$ cat src/rtl/qproc_time_pkg.sv
// Shared types and helpers for the processor time base: FSM state encoding, width-generic
// sign/zero extension (operands up to 64 bits), and the compare channel ceiling.
package qproc_time_pkg;

  typedef enum logic {
    ST_IDLE = 1'b0,
    ST_RUN  = 1'b1
  } state_t;

  localparam int CMP_N_MAX = 8;

  // Extend the low w bits of v to 64 bits; callers cast the result down to their own width.
  function automatic logic [63:0] sext(input logic [63:0] v, input int w);
    logic [63:0] r;
    r = v;
    for (int b = 0; b < 64; b++) begin
      if (b >= w) r[b] = v[w-1];
    end
    return r;
  endfunction

  function automatic logic [63:0] zext(input logic [63:0] v, input int w);
    logic [63:0] r;
    r = v;
    for (int b = 0; b < 64; b++) begin
      if (b >= w) r[b] = 1'b0;
    end
    return r;
  endfunction

endpackage

$ cat src/rtl/qproc_time_cmp.sv
// One armed time-compare channel: hit pulses one cycle after time_abs reaches the target.
// Latency 1 cycle from condition to hit; no backpressure, an arm always wins over a pending hit.
module qproc_time_cmp #(
  parameter int TIME_W = 48
) (
  input  logic              t_clk_i,
  input  logic              t_rst_ni,
  input  logic              arm,
  input  logic [TIME_W-1:0] target_in,
  input  logic [TIME_W-1:0] time_abs,
  output logic              armed,
  output logic              hit
);

  logic [TIME_W-1:0] target_q;

  always_ff @(posedge t_clk_i or negedge t_rst_ni) begin
    if (!t_rst_ni) begin
      target_q <= '0;
      armed    <= 1'b0;
      hit      <= 1'b0;
    end else if (arm) begin
      target_q <= target_in;
      armed    <= 1'b1;
      hit      <= 1'b0;
    end else if (armed && (time_abs >= target_q)) begin
      armed <= 1'b0;
      hit   <= 1'b1;
    end else begin
      hit <= 1'b0;
    end
  end

endmodule

$ cat src/rtl/qproc_time_base.sv
// Free-running absolute time counter with run/reset/init/update controls, wrap pulse and
// optional compare channels (TIME_CMP_EN); 1-cycle command latency, no backpressure.
module qproc_time_base
  import qproc_time_pkg::*;
#(
  parameter int TIME_W = 48,
  parameter int DT_W   = 32,
  parameter int CMP_N  = 2
) (
  input  logic                    t_clk_i,
  input  logic                    t_rst_ni,
  input  logic                    time_en_i,
  input  logic                    time_rst_i,
  input  logic                    time_init_i,
  input  logic                    time_updt_i,
  input  logic [DT_W-1:0]         dt_i,
  input  logic [CMP_N*TIME_W-1:0] cmp_time_i,
  input  logic [CMP_N-1:0]        cmp_arm_i,
  output logic [TIME_W-1:0]       time_abs_o,
  output logic                    time_run_o,
  output logic                    time_wrap_o,
  output logic [CMP_N-1:0]        cmp_armed_o,
  output logic [CMP_N-1:0]        cmp_hit_o
);

  state_t            state_q, state_d;
  logic [TIME_W-1:0] time_q, time_d;
  logic [TIME_W-1:0] dt_sx, dt_zx;
  logic [TIME_W:0]   updt_sum, inc_sum;
  logic              wrap_q, wrap_d;
  logic              run;

  assign run   = (state_q == ST_RUN);
  assign dt_sx = TIME_W'(sext(64'(dt_i), DT_W));
  assign dt_zx = TIME_W'(zext(64'(dt_i), DT_W));

  // The running tick rides along with an update so no count is lost.
  assign updt_sum = {1'b0, time_q} + {1'b0, dt_sx} + {{TIME_W{1'b0}}, run};
  assign inc_sum  = {1'b0, time_q} + {{TIME_W{1'b0}}, 1'b1};

  always_comb begin
    state_d = time_en_i ? ST_RUN : ST_IDLE;
    time_d  = time_q;
    wrap_d  = 1'b0;
    if (time_rst_i) begin
      time_d = '0;
    end else if (time_init_i) begin
      time_d = dt_zx;
    end else if (time_updt_i) begin
      time_d = updt_sum[TIME_W-1:0];
      // A negative operand borrows through the carry, so only a mismatch means a real wrap.
      wrap_d = updt_sum[TIME_W] ^ dt_i[DT_W-1];
    end else if (run) begin
      time_d = inc_sum[TIME_W-1:0];
      wrap_d = inc_sum[TIME_W];
    end
  end

  always_ff @(posedge t_clk_i or negedge t_rst_ni) begin
    if (!t_rst_ni) begin
      state_q <= ST_IDLE;
      time_q  <= '0;
      wrap_q  <= 1'b0;
    end else begin
      state_q <= state_d;
      time_q  <= time_d;
      wrap_q  <= wrap_d;
    end
  end

  assign time_abs_o  = time_q;
  assign time_run_o  = run;
  assign time_wrap_o = wrap_q;

`ifdef TIME_CMP_EN
  for (genvar g = 0; g < CMP_N; g++) begin : g_cmp
    qproc_time_cmp #(
      .TIME_W(TIME_W)
    ) u_cmp (
      .t_clk_i  (t_clk_i),
      .t_rst_ni (t_rst_ni),
      .arm      (cmp_arm_i[g]),
      .target_in(cmp_time_i[g*TIME_W +: TIME_W]),
      .time_abs (time_q),
      .armed    (cmp_armed_o[g]),
      .hit      (cmp_hit_o[g])
    );
  end
`else
  logic unused_cmp;
  assign unused_cmp  = ^{cmp_time_i, cmp_arm_i};
  assign cmp_armed_o = '0;
  assign cmp_hit_o   = '0;
`endif

endmodule

$ cat config.mk
export PLATFORM = sky130hd
export DESIGN_NAME = qproc_time_base
export DESIGN_NICKNAME = d
export VERILOG_FILES = /design/src/rtl/qproc_time_pkg.sv /design/src/rtl/qproc_time_cmp.sv /design/src/rtl/qproc_time_base.sv
export SDC_FILE = /design/constraint.sdc
export NUM_CORES = 1
export LEC_CHECK = 0
export BUFFER_PORTS_ARGS = -buffer_cell sky130_fd_sc_hd__buf_4
export CAP_MARGIN = 5
export CORE_MARGIN = 4
export CORE_UTILIZATION = 48
export DETAILED_ROUTE_END_ITERATION = 12
export HOLD_SLACK_MARGIN = 0.03
export PLACE_DENSITY = 0.75
export RECOVER_POWER = 50
export SLEW_MARGIN = 20
export SYNTH_ARGS = -nofsm -noshare
export SYNTH_HDL_FRONTEND = slang
export SYNTH_HIERARCHICAL = 1
export SYNTH_SLANG_ARGS = --single-unit
$ cat constraint.sdc
create_clock -name t_clk_i -period 2.9 [get_ports t_clk_i]
set_input_delay 0 -clock t_clk_i [delete_from_list [all_inputs] [get_ports t_clk_i]]
set_output_delay 0 -clock t_clk_i [all_outputs]
set_load 0.01 [all_outputs]
==> flow_metrics.env <==
export IMPL_pin_count=190
export IMPL_seqPwrFrac_pct=27.6
export IMPL_cpPeakStageDelay_ns=0.38
export IMPL_syn_inst=769
export IMPL_area_delta_synth_final_pct=30.2
export IMPL_yosysMostFrequentCell="nand2_1"
export IMPL_worstPathArrival_ns=3.11
export IMPL_power_internal_w=0.00176
export IMPL_grt_max_degree=51
export IMPL_finalPower_w=0.00291
export IMPL_synth_xor_area_share_pct=12.1
export IMPL_final_cell_area_um2=7830
export IMPL_sw_frac_of_total_pct=39.6
export IMPL_track_usage_pct=27.6
export IMPL_syn_area_um2=6010
export IMPL_finalCriticalPeriod_ns=2.94
export IMPL_clock_skew_ns=0.00451
export IMPL_root_buffer="clkbuf_16"
export IMPL_ys_seq_elements=50
export IMPL_drt_iter0_drc=672
export IMPL_grt_pass1_vias=6381
export IMPL_path_clk_slew_ns=0.07
export IMPL_placementRows=40
export IMPL_max_freq_mhz=341
export IMPL_synth_cell_types=76
export IMPL_routedWlPerCell_um=18.4
export IMPL_hold_viol=0
export IMPL_setup_viol=2
export IMPL_finalNonFillerCells=1109
export IMPL_synth_top_family_by_area="compound AO/OA/AOI/OAI gates"
export IMPL_gp_congestion=0.951
export IMPL_clk_latency_ns=0.31
export IMPL_maxSlewViolCount=0
export IMPL_nets=1126
export IMPL_clock_sinks=50
export IMPL_setup_worst_path_class="register to register"
export IMPL_critPathRequiredTime_ns=3.07
export IMPL_drc=0
export IMPL_post_place_ws_ns=-0.263
export IMPL_placed_area_um2=7260
export IMPL_vdd_drop_max_mv=0.236
export IMPL_synthArstFlopShare_pct=100
export IMPL_antenna_found_initial=0
export IMPL_synthSimpleGateAreaFrac_pct=20.6
export IMPL_overflow=0
export IMPL_min_to="time_abs_o[28]"
export IMPL_seq_area_frac_synth_pct=20.8
export IMPL_reg2reg_from="time_abs_o[0]"
export IMPL_clk_path_buf_depth=2
export IMPL_h_tree_depth=2
export IMPL_dpl_hpwl_um=15000
export IMPL_viasPerCell=6.08
export IMPL_synth_top_area_cell="dfrtp_1"
export IMPL_synth_edff_count=0
export IMPL_reg2reg_depth=14
export IMPL_synthTopCellsByCount="nand2_1 (71), nor2_1 (66), a21oi_1 (65), dfrtp_1 (50)"
export IMPL_crit_path_top_delay_cell="dfrtp_2"
export IMPL_ys_flop_type="dfrtp_1"
export IMPL_p_sw_w=0.00115
export IMPL_crit_chain="fa_2 > inv_2 > fa_2 > nor2b_2 > o31a_1 > o31ai_4 > buf_4 > a211oi_4 > o31ai_4 > buf_4 > o31a_1 > o21ai_2 > xnor2_1 > o22ai_1"
export IMPL_crit_fanout=4
export IMPL_dr_pass1_iters=6
export IMPL_muxShareOfSynthArea_pct=0.333
export IMPL_synth_compound_area_share_pct=30.8
export IMPL_syn_area_per_cell_um2=7.82
export IMPL_status="finished with violations"
export IMPL_synthAdderAreaFrac_pct=10.7
export IMPL_die_h_um=120
export IMPL_cap_violations=0
export IMPL_violations="negative setup slack"
export IMPL_start_util_pct=49.6
export IMPL_rsz0062_at_grt="true"
export IMPL_power_density_nw_per_um2=372
export IMPL_min_path_cells=3
export IMPL_comb_power_share_pct=50.4
export IMPL_regToRegSetupSlack_ns=-0.04
export IMPL_core_um2=12100
export IMPL_die_area_um2=14400
export IMPL_grt_pass1_wl_um=32400
export IMPL_ys_warn_count=6
export IMPL_synth_area_top_cells="dfrtp_1 (21%), ha_1 (10%), xor2_1 (6.8%)"
export IMPL_clock_power_share_pct=22.0
export IMPL_p_leak_nw=3.56
export IMPL_diodes=0
export IMPL_port_buffers=87
export IMPL_dp_cells=1065
export IMPL_post_route_period_util_pct=101
export IMPL_startpoint="time_abs_o[0]"
export IMPL_die_x_um=120
export IMPL_setup_ws_ns=-0.0357
export IMPL_cts_tree="built"
export IMPL_cts_buffers_inserted=5
export IMPL_r2r_end="time_abs_o[42]"
export IMPL_worst_pin_slew_ns=1.40
export IMPL_min_from="dt_i[28]"
export IMPL_slew_headroom_pct=6.47
export IMPL_layout_drive_gt1_share_pct=22.4
export IMPL_endpoint_kind="register"
export IMPL_start_kind="register"
export IMPL_synth_top_area_share_pct=20.8
export IMPL_wl_um=20400
export IMPL_hp_class="input pin to register"
export IMPL_ant_nets=0
export IMPL_via_count=6739
-- critical path, delay by kind of cell (launching register included) --
kind	cells	cell delay, ns
adder cells (fa/ha/maj)	2	0.58
AND/OR/NAND/NOR	1	0.13
AO/OA/AOI/OAI	7	1.19
flip-flops	1	0.38
buffers and inverters	3	0.37
XOR/XNOR	1	0.14
-- registers in the layout, indices dropped and copies added (netlist names) --
signal       cells
time_abs_o      48
time_wrap_o      1
time_run_o       1
-- placed cells by master (no fill, tap or decap), drive strengths merged, types with 5 or more instances in the layout --
cell type    netlist  final
o31ai              7      7
a21oi             68     68
nand3             31     31
clkbuf            25     23
dfrtp             50     50
nand4             19     19
nor2b              8      8
inv               18     18
or3               13     13
o21ai             58     58
nor3              13     13
a221oi             7      7
o21bai            11     11
a211oi            15     15
ha                48     48
xnor2             36     36
a21o              29     29
a31oi              8      8
dlygate4sd3        0     29
a22o               5      5
o22ai             13     13
and4               6      6
xor2              47     47
o21a               5      5
nand2             71     71
and3              12     12
buf               15    155
a22oi              9      9
nor2              68     68
-- cell families after synthesis --
kind of cell             count (synthesis)
flip-flops                              50
multiplexers                             2
AO/OA/AOI/OAI                          270
adder cells (fa/ha/maj)                 50
buffers and inverters                   58
XOR/XNOR                                83
AND/OR/NAND/NOR                        255
other                                    1
-- worst max path at each step --
| stage | endpoint | slack, ns |
|---|---|---|
| 2_1_floorplan | time_wrap_o | 0.02 |
| 5_1_grt | time_abs_o[42] | -0.16 |
| 4_1_cts | time_abs_o[26] | 0.008 |
| 6_report | time_abs_o[42] | -0.04 |
| 3_5_place_dp | time_abs_o[40] | -0.26 |
| 3_3_place_gp | time_abs_o[36] | -0.17 |
-- power groups by stage --
stage / Combinational [W] / Sequential [W] / Clock [W]
finish: 0.00147 / 0.000802 / 0.000642
global route: 0.00159 / 0.000808 / 0.000676
CTS: 0.00140 / 0.000800 / 0.000652
detailed placement: 0.00135 / 0.000813 / 0
global placement: 0.00134 / 0.000812 / 0
floorplan: 0.000793 / 0.000870 / 0
-- stage by stage --
stage	setup TNS [ns]	util [%]	hold slack [ns]
floorplan	0	-	-0.296
global placement	-0.628	60.0	0.0987
detailed placement	-1.24	60.0	0.0939
CTS	0	64.1	0.0324
global route	-1.39	64.6	0.0934
finish	-0.0557	64.6	0.0306
-- metal layers --
| metal | up-vias | global-route usage, % | wire, µm |
|---|---|---|---|
| met2 | 318 | 43.3 | 9200 |
| met5 | - | 0 | 0 |
| met3 | 42 | 6.08 | 1700 |
| li1 | 3204 | - | - |
| met1 | 3175 | 38.2 | 9050 |
| met4 | 0 | 7.80 | 497 |
-- area by class of cell --
class,count,area (µm²)
inverters,18,67.6
multi-input cells,664,4620
clock inverters,2,12.5
repair buffers,201,1520
well taps,168,210
clock buffers,6,139
fillers,1109,4280
flip-flops and latches,50,1250
-- what timing repair did --
action / 4_1_cts / 5_1_grt
pin swaps: 2 / 11
gates resized for setup: 11 / 21
endpoints found under the hold margin: 78 / 0
hold buffers: 29 / 0
setup buffers: 3 / 4
endpoints found under the setup margin: 15 / 24
Power figures use the tool's default switching activity.
